`src/rtl/mux_scan_ctrl_pkg.sv`:
```
// mux_scan_ctrl_pkg: shared state encoding and channel constants for the mux scan sequencer
package mux_scan_ctrl_pkg;
  typedef enum logic [1:0] {
    ST_IDLE   = 2'd0,
    ST_SETTLE = 2'd1,
    ST_HOLD   = 2'd2
  } state_t;
  localparam int NUM_CHAN = 4;
  localparam logic [1:0] LAST_CHAN = 2'd3;
endpackage

```
`src/rtl/mux_scan_ctrl_if.sv`:
```
// mux_scan_ctrl_if: control, mux and sample-handshake signals of the scan sequencer
interface mux_scan_ctrl_if #(parameter int WIDTH = 4);
  logic start;
  logic cont;
  logic abort;
  logic ready;
  logic [WIDTH-1:0] mux_data;
  logic s0;
  logic s1;
  logic [WIDTH-1:0] data;
  logic [1:0] chan;
  logic valid;
  logic busy;
  logic done;
  modport master (
    input  start, cont, abort, ready, mux_data,
    output s0, s1, data, chan, valid, busy, done
  );
  modport slave (
    output start, cont, abort, ready, mux_data,
    input  s0, s1, data, chan, valid, busy, done
  );
endinterface

```
`src/rtl/mux_scan_ctrl_dwell_counter.sv`:
```
// dwell_counter: 8-bit settle counter with clear/enable and a DWELL-1 terminal count
module dwell_counter #(
  parameter int DWELL = 4
) (
  input  logic clk,
  input  logic rst_n,
  input  logic clr,
  input  logic en,
  output logic tc
);
  logic [7:0] cnt;
  // clear has priority so the count always restarts from zero on entering settle
  always_ff @(posedge clk or negedge rst_n) begin
    if (!rst_n) cnt <= 8'd0;
    else cnt <= clr ? 8'd0 : en ? cnt + 8'd1 : cnt;
  end
  assign tc = en && cnt == 8'(DWELL - 1);
endmodule

```
`src/rtl/mux_scan_ctrl.sv`:
```
// mux_scan_ctrl: steps the mux select through channels 0..3, samples after a settle time, hands samples downstream
module mux_scan_ctrl
  import mux_scan_ctrl_pkg::*;
#(
  parameter int DWELL = 4
) (
  input  logic               clk,
  input  logic               rst_n,
  mux_scan_ctrl_if.master    bus
);
  state_t state;
  logic [1:0] sel;
  logic tc;
  assign bus.s0 = sel[0];
  assign bus.s1 = sel[1];
  dwell_counter #(.DWELL(DWELL)) u_cnt (
    .clk  (clk),
    .rst_n(rst_n),
    .clr  (state != ST_SETTLE || tc),
    .en   (state == ST_SETTLE),
    .tc   (tc)
  );
  // sequencer: abort beats everything; select only changes on start or a completed handshake
  always_ff @(posedge clk or negedge rst_n) begin
    if (!rst_n) begin
      state     <= ST_IDLE;
      sel       <= 2'd0;
      bus.data  <= '0;
      bus.chan  <= 2'd0;
      bus.valid <= 1'b0;
      bus.busy  <= 1'b0;
      bus.done  <= 1'b0;
    end else begin
      bus.done <= 1'b0;
      if (bus.abort) begin
        state     <= ST_IDLE;
        sel       <= 2'd0;
        bus.valid <= 1'b0;
        bus.busy  <= 1'b0;
      end else begin
        case (state)
          ST_IDLE: if (bus.start) begin
            state    <= ST_SETTLE;
            sel      <= 2'd0;
            bus.busy <= 1'b1;
          end
          ST_SETTLE: if (tc) begin
            bus.data  <= bus.mux_data;
            bus.chan  <= sel;
            bus.valid <= 1'b1;
            state     <= ST_HOLD;
          end
          ST_HOLD: if (bus.ready) begin
            bus.valid <= 1'b0;
            if (sel != LAST_CHAN || bus.cont) begin
              sel   <= sel == LAST_CHAN ? 2'd0 : sel + 2'd1;
              state <= ST_SETTLE;
            end else begin
              sel      <= 2'd0;
              bus.done <= 1'b1;
              bus.busy <= 1'b0;
              state    <= ST_IDLE;
            end
          end
          default: begin
            state     <= ST_IDLE;
            sel       <= 2'd0;
            bus.valid <= 1'b0;
            bus.busy  <= 1'b0;
          end
        endcase
      end
    end
  end
endmodule

```
`src/flat_wrapper.sv`:
```
// flat-port wrapper written by rule: the top's interface ports become plain ports
module mux_scan_ctrl_flat import mux_scan_ctrl_pkg::*;
#(
  parameter int DWELL = 4
)
  (clk, rst_n, bus_start, bus_cont, bus_abort, bus_ready, bus_mux_data, bus_s0, bus_s1, bus_data, bus_chan, bus_valid, bus_busy, bus_done);
  mux_scan_ctrl_if #(.WIDTH(4)) bus_i ();
  input  logic clk;
  input  logic rst_n;
  input wire logic [$bits(bus_i.start)-1:0] bus_start;
  input wire logic [$bits(bus_i.cont)-1:0] bus_cont;
  input wire logic [$bits(bus_i.abort)-1:0] bus_abort;
  input wire logic [$bits(bus_i.ready)-1:0] bus_ready;
  input wire logic [$bits(bus_i.mux_data)-1:0] bus_mux_data;
  output wire logic [$bits(bus_i.s0)-1:0] bus_s0;
  output wire logic [$bits(bus_i.s1)-1:0] bus_s1;
  output wire logic [$bits(bus_i.data)-1:0] bus_data;
  output wire logic [$bits(bus_i.chan)-1:0] bus_chan;
  output wire logic [$bits(bus_i.valid)-1:0] bus_valid;
  output wire logic [$bits(bus_i.busy)-1:0] bus_busy;
  output wire logic [$bits(bus_i.done)-1:0] bus_done;
  assign bus_i.start = bus_start;
  assign bus_i.cont = bus_cont;
  assign bus_i.abort = bus_abort;
  assign bus_i.ready = bus_ready;
  assign bus_i.mux_data = bus_mux_data;
  assign bus_s0 = bus_i.s0;
  assign bus_s1 = bus_i.s1;
  assign bus_data = bus_i.data;
  assign bus_chan = bus_i.chan;
  assign bus_valid = bus_i.valid;
  assign bus_busy = bus_i.busy;
  assign bus_done = bus_i.done;
  mux_scan_ctrl #(.DWELL(DWELL)) u_core (.clk(clk), .rst_n(rst_n), .bus(bus_i));
endmodule
```
`config.mk`:
```
export PLATFORM = sky130hd
export DESIGN_NAME = mux_scan_ctrl_flat
export DESIGN_NICKNAME = d
export VERILOG_FILES = /design/src/rtl/mux_scan_ctrl_pkg.sv /design/src/rtl/mux_scan_ctrl_if.sv /design/src/rtl/mux_scan_ctrl_dwell_counter.sv /design/src/rtl/mux_scan_ctrl.sv /design/src/flat_wrapper.sv
export SDC_FILE = /design/constraint.sdc
export NUM_CORES = 1
export LEC_CHECK = 0
export BUFFER_PORTS_ARGS = -buffer_cell sky130_fd_sc_hd__buf_2
export CAP_MARGIN = 20
export CELL_PAD_IN_SITES_DETAIL_PLACEMENT = 2
export CELL_PAD_IN_SITES_GLOBAL_PLACEMENT = 2
export CORE_ASPECT_RATIO = 1.2
export CORE_MARGIN = 8
export CORE_UTILIZATION = 35
export DETAILED_ROUTE_END_ITERATION = 10
export GPL_TIMING_DRIVEN = 0
export PLACE_DENSITY = 0.91
export SLEW_MARGIN = 20
export SYNTH_ARGS = -nofsm -noshare
export SYNTH_HDL_FRONTEND = slang
export SYNTH_SLANG_ARGS = --single-unit
```
`constraint.sdc`:
```
create_clock -name clk -period 5.3 [get_ports clk]
set_clock_uncertainty 0.15 [all_clocks]
set_input_delay 0.795 -clock clk [delete_from_list [all_inputs] [get_ports clk]]
set_output_delay 0.795 -clock clk [all_outputs]
set_load 0.02 [all_outputs]
```
==> flow_metrics.env, run 1 <==
export IMPL_drt_iter0_drc=12
export IMPL_fp_coreArea_sq_um=2759
export IMPL_period_minus_slack_ns=2.235
export IMPL_multi_input_area_sq_um=436.7
export IMPL_synthesis_nets=103
export IMPL_peakVddDrop_mv=0.1283
export IMPL_crit_path_end_kind="register"
export IMPL_dpl_cell_count=145
export IMPL_grt_usage=0.1097
export IMPL_drive_above_1_share=0.3043
export IMPL_numClockSinks=21
export IMPL_synth_seq_cells=21
export IMPL_p_per_area_nw_per_um2=243.9
export IMPL_synth_area_per_cell_sq_um=10.90
export IMPL_path_max_fanout=6
export IMPL_initial_utilization=0.3596
export IMPL_io_buffers=20
export IMPL_place_area_sq_um=1135
export IMPL_rows=21
export IMPL_die_width_microns=64.61
export IMPL_setup_violations=0
export IMPL_drc=0
export IMPL_clk_pin_slew_ns=0.11
export IMPL_cts_tree="yes"
export IMPL_max_freq_mhz=447.5
export IMPL_cts_resized=0
export IMPL_stdcell_area_sq_um=1161
export IMPL_yosysWarnings=0
export IMPL_diodes=0
export IMPL_clkLatencyLatePin_ns=0.30
export IMPL_start_kind="register"
export IMPL_clock_path_buffers=2
export IMPL_post_drt_wl_per_cell_microns=15.64
export IMPL_die_area_sq_um=4802
export IMPL_crit_type="register to register"
export IMPL_ios=21
export IMPL_finalPower_mw=0.2832
export IMPL_post_cts_buffers=0
export IMPL_cap_viol_max_count=0
export IMPL_synth_distinct_cells=27
export IMPL_firstDrtPassIters=2
export IMPL_gp_congestion=0.7754
export IMPL_antenna_found_initial=0
export IMPL_netlist_instances=91
export IMPL_maxSlewViolCount=0
export IMPL_required_ns=5.34
export IMPL_clockRootBuffer="clkbuf_4"
export IMPL_fin_ws_ns=3.065
export IMPL_holdBufCountCts=0
export IMPL_fin_hold_ws_ns=0.2877
export IMPL_dp_slack_ns=3.043
export IMPL_cts_buffers=3
export IMPL_worst_pin_slew_ns=0.4847
export IMPL_final_antenna_net_count=0
export IMPL_outcome="finished clean"
export IMPL_gr_total_overflow=0
export IMPL_rsz0062_at_grt="no"
export IMPL_crit_arrival_ns=2.27
export IMPL_regArea_sq_um=525.5
export IMPL_chipHeight_microns=74.33
export IMPL_htreeDepth=1
export IMPL_grt_start_max_net_pins=22
export IMPL_seq_area_frac_synth=0.5296
export IMPL_layout_nets=128
export IMPL_synth_area_sq_um=992.2
export IMPL_fin_cells=149
export IMPL_fin_crit_sh=0.4216
export IMPL_n_fill_cell=316
export IMPL_p_leak_nw=0.5814
export IMPL_grt_pass1_vias=872
export IMPL_syn2layout_area_growth_pct=17.02
export IMPL_hpwl_microns=1869
export IMPL_routed_wl_microns=2331
export IMPL_finalHoldViolations=0
export IMPL_worstHoldPathType="primary input to asynchronous set/reset pin"
export IMPL_viasPerCell=4.987
export IMPL_via_count=743
export IMPL_maxSlewHeadroom=0.6769
export IMPL_grt_first_pass_wirelength_microns=4126
export IMPL_fin_setup_tns_ns=0
export IMPL_final_core_util=0.4209
## sequential cells by signal, summed over array words and instances, names as in the netlist
name / count
u_core.bus.chan: 2
u_core.bus.busy: 1
u_core.sel: 2
u_core.state: 2
u_core.bus.done: 1
u_core.bus.data: 4
u_core.bus.valid: 1
u_core.u_cnt.cnt: 8
## critical path, stage by stage (launching register included)
cell and delay, ns:
dfrtp_1 0.39, ha_1 0.24, or4b_4 0.50, nor4_4 0.33
or2_2 0.18, clkbuf_1 0.24, nor2_1 0.10
## path summary, 6_finish.rpt
path                            slack, ns                            start  depth (start not counted)                         endpoint
min in group clk                     0.32  u_core.u_cnt.cnt[0]$_DFFE_PN0P_                          1  u_core.u_cnt.cnt[0]$_DFFE_PN0P_
worst max register to register       3.07  u_core.u_cnt.cnt[0]$_DFFE_PN0P_                          6  u_core.u_cnt.cnt[3]$_DFFE_PN0P_
worst min-delay path                 0.29                            rst_n                          1      u_core.state[0]$_DFFE_PN0P_
max in group asynchronous            4.38                            rst_n                          1   u_core.bus.data[3]$_DFFE_PN0P_
worst min register to register       0.32  u_core.u_cnt.cnt[0]$_DFFE_PN0P_                          1  u_core.u_cnt.cnt[0]$_DFFE_PN0P_
worst max-delay path                 3.07  u_core.u_cnt.cnt[0]$_DFFE_PN0P_                          6  u_core.u_cnt.cnt[3]$_DFFE_PN0P_
## cell usage in the layout, fill, tap and decap left out
cell type	n
dfrtp_1	21
buf_2	20
nor2_1	12
nand2_1	7
mux2_2	7
nand3_1	5
inv_1	4
a21oi_1	4
nor3_1	3
o21ai_0	3
xor2_1	3
clkbuf_4	3
nand2b_1	2
clkbuf_1	2
xnor2_1	2
and3_1	2
and2_1	2
ha_1	2
buf_6	1
or4b_4	1
nor4_4	1
or2_2	1
nand4_4	1
nor3b_1	1
a21o_1	1
or3_1	1
a211o_1	1
o22ai_1	1
a31oi_1	1
## synthesized netlist by cell type, drive strengths merged
cell,count,area (sq um)
clkbuf,1,3.750
nor3,3,15.01
or2,1,6.260
xor2,3,26.28
o22ai,1,6.260
and2,2,12.51
a31oi,1,6.260
or3,1,6.260
buf,1,11.26
o21ai,3,15.01
nand3,5,25.02
a211o,1,8.760
nand2,7,26.28
nor3b,1,7.510
nand4,1,21.27
a21o,1,7.510
ha,2,25.02
or4b,1,13.76
and3,2,12.51
a21oi,4,20.02
mux2,7,78.83
nand2b,2,12.51
dfrtp,21,525.5
nor4,1,21.27
nor2,12,45.04
xnor2,2,17.52
inv,4,15.01
## cell type report
type	count	share of cell area
plain buffers	2	0.01293
clock buffers	4	0.02263
inverters	4	0.01293
multi-input cells	64	0.3761
flip-flops and latches	21	0.4526
well taps	34	0.03664
repair buffers	20	0.08621
## routing by layer
metal	share of wire	global-route usage	vias up
li1	-	-	360
met1	0.38	0.1078	367
met2	0.56	0.2069	12
met3	0.055	0.04066	4
met4	0.0099	0.03641	0
met5	0	0	-
## cell families (layout without fill, tap and decap cells)
group | after synthesis | in the layout | share of synthesized area
AOI/OAI and AO/OA | 11 | 11 | 0.06432
and+or+nand+nor | 39 | 39 | 0.2270
buffers and inverters | 6 | 30 | 0.03026
adders and majority gates | 2 | 2 | 0.02522
xor gates and xnor gates | 5 | 5 | 0.04414
DFF | 21 | 21 | 0.5296
muxes | 7 | 7 | 0.07945
## power breakdown
group,leakage (nW),total (mW),switching (mW),internal [mW]
Combinational,0.278,0.0377,0.0228,0.0150
Sequential,0.288,0.170,0.00365,0.167
Clock,0.0150,0.0751,0.0458,0.0293
Power figures use the tool's default switching activity.
==> inputs of run 2 (changes only) <==
--- a/config.mk
+++ b/config.mk
@@ -11,10 +11,10 @@
 export CELL_PAD_IN_SITES_GLOBAL_PLACEMENT = 2
 export CORE_ASPECT_RATIO = 1.2
 export CORE_MARGIN = 8
-export CORE_UTILIZATION = 35
+export CORE_UTILIZATION = 30
 export DETAILED_ROUTE_END_ITERATION = 10
 export GPL_TIMING_DRIVEN = 0
-export PLACE_DENSITY = 0.91
+export PLACE_DENSITY = 0.84
 export SLEW_MARGIN = 20
 export SYNTH_ARGS = -nofsm -noshare
 export SYNTH_HDL_FRONTEND = slang
==> constraint.sdc (replaced) <==
create_clock -name clk -period 1.8 [get_ports clk]
set_clock_uncertainty 0.15 [all_clocks]
set_input_delay 0.27 -clock clk [delete_from_list [all_inputs] [get_ports clk]]
set_output_delay 0.27 -clock clk [all_outputs]
set_load 0.02 [all_outputs]
==> flow_metrics.env, run 2 (same netlist as run 1, synthesis figures left out) <==
export IMPL_outcome="complete, but fails checks"
export IMPL_violations="negative setup slack"
export IMPL_ios=21
export IMPL_critPathSlowestCell="or4b_4"
export IMPL_syn2layout_area_growth_pct=31.90
export IMPL_gp_congestion=0.7874
export IMPL_firstDrtPassIters=3
export IMPL_worst_pin_slew_ns=0.4700
export IMPL_htreeDepth=1
export IMPL_period_minus_slack_ns=2.124
export IMPL_drt_iter0_drc=9
export IMPL_routed_wl_microns=3019
export IMPL_layout_nets=135
export IMPL_gr_total_overflow=0
export IMPL_fp_coreArea_sq_um=3252
export IMPL_dp_slack_ns=-0.4508
export IMPL_initial_utilization=0.3051
export IMPL_maxSlewViolCount=0
export IMPL_fin_crit_sh=1.180
export IMPL_clockRootBuffer="clkbuf_8"
export IMPL_hpwl_microns=2067
export IMPL_drive_above_1_share=0.4262
export IMPL_drc=0
export IMPL_p_per_area_nw_per_um2=737.3
export IMPL_cap_viol_max_count=0
export IMPL_numClockSinks=21
export IMPL_rsz0062_at_grt="yes"
export IMPL_worstHoldPathType="primary input to register"
export IMPL_grt_start_max_net_pins=22
export IMPL_crit_arrival_ns=2.12
export IMPL_clk_pin_slew_ns=0.08
export IMPL_antenna_found_initial=0
export IMPL_reg_top3="u_core.u_cnt.cnt: 8 flops, u_core.bus.data: 4 flops"
export IMPL_clkLatencyLatePin_ns=0.27
export IMPL_chipHeight_microns=79
export IMPL_worstPathCellList="ha_4 > or4b_4 > nor4_4 > nand4_4 > mux2_4"
export IMPL_finalHoldViolations=0
export IMPL_largest_reg_flops=8
export IMPL_grt_usage=0.1231
export IMPL_max_freq_mhz=470.9
export IMPL_final_antenna_net_count=0
export IMPL_grt_pass1_vias=958
export IMPL_cts_tree="yes"
export IMPL_via_count=795
export IMPL_start_kind="register"
export IMPL_n_fill_cell=363
export IMPL_grt_first_pass_wirelength_microns=4892
export IMPL_max_stage_delay_ns=0.47
export IMPL_diodes=0
export IMPL_rows=23
export IMPL_required_ns=1.80
export IMPL_p_leak_nw=0.6362
export IMPL_path_delay_family="simple AND/OR/NAND/NOR gates"
export IMPL_die_width_microns=68.50
export IMPL_post_drt_wl_per_cell_microns=18.99
export IMPL_regMostFlops="u_core.u_cnt.cnt"
export IMPL_crit_path_end_kind="register"
export IMPL_fin_ws_ns=-0.3237
export IMPL_crit_type="register to register"
export IMPL_io_buffers=20
export IMPL_setup_violations=15
export IMPL_peakVddDrop_mv=0.3252
export IMPL_maxSlewHeadroom=0.6867
export IMPL_cts_buffers=3
export IMPL_clock_path_buffers=2
export IMPL_fin_setup_tns_ns=-3.521
export IMPL_path_max_fanout=6
export IMPL_final_cell_mix="buf_2 (20), dfrtp_1 (20), nor2_1 (7), nand2_1 (7)"
export IMPL_die_area_sq_um=5412
export IMPL_crit_buf_inv=0
export IMPL_viasPerCell=5.000
[run 2: changes by cell type in the layout (fill, tap and decap cells not counted), moves of 2 or more]
cell,delta
buf_4,+6
clkbuf_1,-2
clkbuf_4,-3
clkbuf_8,+3
nor2_1,-5
nor2_4,+4
[run 2: repair_timing]
action	4_1_cts	5_1_grt
buffers inserted	5	2
pin swaps	12	5
hold buffers	1	0
setup endpoints to repair	15	16
gates resized for setup	10	6
hold endpoints to repair	21	0
[run 2: area by class of cell]
type / instances / area (sq um) / area share
Buffer: 1 / 11.26 / 0.008604
Clock buffer: 3 / 41.29 / 0.03155
Clock inverter: 1 / 5.005 / 0.003824
Inverter: 4 / 15.01 / 0.01147
Multi-Input combinational cell: 64 / 496.7 / 0.3795
Sequential cell: 21 / 526.8 / 0.4025
Tap cell: 37 / 46.29 / 0.03537
Timing Repair Buffer: 28 / 166.4 / 0.1272
[run 2: power by group]
part | internal [mW] | switching [mW] | total (mW)
Clock | 0.155 | 0.160 | 0.314
Combinational | 0.0628 | 0.0827 | 0.145
Sequential | 0.491 | 0.0145 | 0.505
[run 2: stage by stage]
step                std cells  power (mW)  cell area, sq um  hold WS (ns)  utilization
floorplan                  91      0.5757             996.0       -0.1756            -
global placement          148      0.6190              1142       0.09974       0.3513
finish                    159      0.9649              1309       0.05523       0.4025
CTS                       157      0.9579              1272       0.05180       0.3913
global route              159       1.005              1309       0.05644       0.4025
detailed placement        148      0.6283              1142        0.1015       0.3513
[run 2: per-layer routing]
layer | wire [microns] | global-route usage | up-vias
met5 | 0 | 0 | -
met4 | 46 | 0.05133 | 0
met3 | 57 | 0.02672 | 5
met2 | 1797 | 0.2386 | 12
met1 | 1117 | 0.1158 | 405
li1 | - | - | 373
[run 2: final timing paths]
| path | start | endpoint | slack (ns) | depth (start not counted) |
|---|---|---|---|---|
| worst max-delay path | u_core.u_cnt.cnt[0]$_DFFE_PN0P_ | u_core.bus.data[3]$_DFFE_PN0P_ | -0.32 | 5 |
| worst min-delay path | bus_abort | u_core.state[1]$_DFFE_PN0P_ | 0.06 | 2 |
| worst max register to register | u_core.u_cnt.cnt[0]$_DFFE_PN0P_ | u_core.bus.data[3]$_DFFE_PN0P_ | -0.32 | 5 |
| worst min register to register | u_core.bus.valid$_DFFE_PN0P_ | u_core.bus.valid$_DFFE_PN0P_ | 0.36 | 2 |
| max in group asynchronous | rst_n | u_core.u_cnt.cnt[2]$_DFFE_PN0P_ | 0.82 | 2 |
| min in group asynchronous | rst_n | u_core.sel[0]$_DFFE_PN0P_ | 0.33 | 2 |
[run 2: worst register-to-register path, delay by kind of cell (launching register included)]
family,cells,cell delay [ns]
adders and majority gates,1,0.15
DFF,1,0.41
muxes,1,0.35
and+or+nand+nor,3,0.95
==> inputs of run 3 (changes only) <==
--- a/config.mk
+++ b/config.mk
@@ -15,7 +15,7 @@
 export DETAILED_ROUTE_END_ITERATION = 10
 export GPL_TIMING_DRIVEN = 0
 export PLACE_DENSITY = 0.84
-export SLEW_MARGIN = 20
+export REMOVE_ABC_BUFFERS = 1
 export SYNTH_ARGS = -nofsm -noshare
 export SYNTH_HDL_FRONTEND = slang
 export SYNTH_SLANG_ARGS = --single-unit
==> flow_metrics.env, run 3 (same netlist as run 1, synthesis figures left out) <==
export IMPL_outcome="complete, but fails checks"
export IMPL_violations="negative setup slack"
export IMPL_power_switching_mw=0.2379
export IMPL_drt_iter0_drc=14
export IMPL_worstPathCellList="ha_2 > or4b_4 > nor4_4 > nand4_4 > mux2_4"
export IMPL_fp_coreArea_sq_um=3252
export IMPL_viasPerCell=4.909
export IMPL_reg_top3="u_core.u_cnt.cnt: 8 flops, u_core.bus.data: 4 flops"
export IMPL_post_drt_wl_per_cell_microns=16.15
export IMPL_place_area_sq_um=1124
export IMPL_p_clk_frac=0.333
export IMPL_required_ns=1.80
export IMPL_drc=0
export IMPL_grt_first_pass_wirelength_microns=4319
export IMPL_gp_congestion=0.7799
export IMPL_grt_start_max_net_pins=22
export IMPL_stdcell_area_sq_um=1219
export IMPL_p_comb_frac=0.124
export IMPL_crit_path_end_kind="register"
export IMPL_clockRootBuffer="clkbuf_8"
export IMPL_htreeDepth=1
export IMPL_maxSlewHeadroom=0.6734
export IMPL_fin_crit_sh=1.153
export IMPL_setup_violations=15
export IMPL_syn2layout_area_growth_pct=22.82
export IMPL_seq_power_share=0.543
export IMPL_final_antenna_net_count=0
export IMPL_max_stage_delay_ns=0.47
export IMPL_final_core_util=0.3748
export IMPL_fin_hold_ws_ns=0.05888
export IMPL_clkLatencyLatePin_ns=0.26
export IMPL_maxSlewViolCount=0
export IMPL_clk_pin_slew_ns=0.08
export IMPL_layout_commonest_cell="dfrtp_1"
export IMPL_routed_wl_microns=2487
export IMPL_p_per_area_nw_per_um2=764.7
export IMPL_p_leak_nw=0.6050
export IMPL_die_width_microns=68.50
export IMPL_crit_arrival_ns=2.08
export IMPL_die_area_sq_um=5412
export IMPL_layout_nets=130
export IMPL_path_max_fanout=6
export IMPL_antenna_found_initial=0
export IMPL_diodes=0
export IMPL_clock_path_buffers=2
export IMPL_largest_reg_flops=8
export IMPL_grt_usage=0.1034
export IMPL_cts_buffers=3
export IMPL_rsz0062_at_grt="yes"
export IMPL_grt_pass1_vias=921
export IMPL_io_buffers=20
export IMPL_dpl_cell_count=146
export IMPL_fin_ws_ns=-0.2758
export IMPL_final_cell_mix="dfrtp_1 (21), buf_2 (20), nor2_1 (9)"
export IMPL_ios=21
export IMPL_hpwl_microns=1863
export IMPL_via_count=756
export IMPL_switching_share=0.2552
export IMPL_cts_tree="yes"
export IMPL_gr_total_overflow=0
export IMPL_start_kind="register"
export IMPL_internal_power_mw=0.6941
export IMPL_rows=23
export IMPL_worstHoldPathType="primary input to register"
export IMPL_initial_utilization=0.3051
export IMPL_period_minus_slack_ns=2.076
export IMPL_peakVddDrop_mv=0.3798
export IMPL_chipHeight_microns=79
export IMPL_finalHoldViolations=0
export IMPL_critPathSlowestCell="or4b_4"
export IMPL_firstDrtPassIters=4
export IMPL_max_freq_mhz=481.8
export IMPL_drive_above_1_share=0.3590
export IMPL_crit_type="register to register"
export IMPL_regMostFlops="u_core.u_cnt.cnt"
export IMPL_worst_pin_slew_ns=0.4899
export IMPL_numClockSinks=21
export IMPL_cap_viol_max_count=0
export IMPL_fin_cells=154
-- run 3: cell count changes in the layout (fill, tap and decap cells not counted), moves of 2 or more --
cell,previous run,this run
buf_4,6,3
buf_6,2,0
nor2_1,7,9
nor2_2,1,3
nor2_4,4,0
-- run 3: worst paths after layout --
check	start	end	slack [ns]	depth (start not counted)
setup / recovery	u_core.u_cnt.cnt[0]$_DFFE_PN0P_	u_core.bus.data[1]$_DFFE_PN0P_	-0.28	5
hold / removal	bus_abort	u_core.state[1]$_DFFE_PN0P_	0.06	2
setup reg to reg	u_core.u_cnt.cnt[0]$_DFFE_PN0P_	u_core.bus.data[1]$_DFFE_PN0P_	-0.28	5
hold reg to reg	u_core.bus.chan[0]$_DFFE_PN0P_	u_core.bus.chan[0]$_DFFE_PN0P_	0.36	1
max in group asynchronous	rst_n	u_core.state[0]$_DFFE_PN0P_	0.81	2
min in group asynchronous	rst_n	u_core.bus.busy$_DFFE_PN0P_	0.35	2
-- run 3: critical path, delay by kind of cell, from the launching register on --
family,cells,cell delay [ns]
flops,1,0.36
fa+ha+maj,1,0.18
mux,1,0.34
simple gates,3,0.92
-- run 3: power by group through the flow --
stage                     clock, mW  sequential, mW  combinational (mW)
after floorplan                   0           0.530              0.0399
after global placement            0           0.514              0.0991
after detailed placement          0           0.516               0.105
after CTS                     0.327           0.506               0.118
after global routing          0.348           0.510               0.128
final                         0.310           0.506               0.116
-- run 3: cell type report --
class	count	area (sq um)
Clock buffer	3	41.29
Timing Repair Buffer	24	132.6
Multi-Input combinational cell	64	452.9
Tap cell	37	46.29
Inverter	4	15.01
Fill cell	357	2033
Clock inverter	1	5.005
Sequential cell	21	525.5
-- run 3: per-stage QoR --
step	setup TNS, ns	power, mW	setup WS, ns
floorplan	-1.572	0.5701	-0.2338
global placement	-4.006	0.6129	-0.4114
detailed placement	-4.631	0.6209	-0.4598
CTS	-4.426	0.9513	-0.3805
global route	-4.028	0.9863	-0.3610
finish	-2.673	0.9319	-0.2758
-- run 3: timing repair --
item,in CTS,in global routing
pin swaps,9,5
resized for setup,5,1
hold endpoints to repair,21,0
hold buffers,1,0
endpoints found under the setup margin,15,16
setup buffers,3,1
-- run 3: routing by layer --
layer / vias up / wire (microns) / global-route usage
li1: 359 / - / -
met1: 378 / 941 / 0.1016
met2: 15 / 1430 / 0.1929
met3: 4 / 85 / 0.02532
met4: 0 / 30 / 0.04517
met5: - / 0 / 0
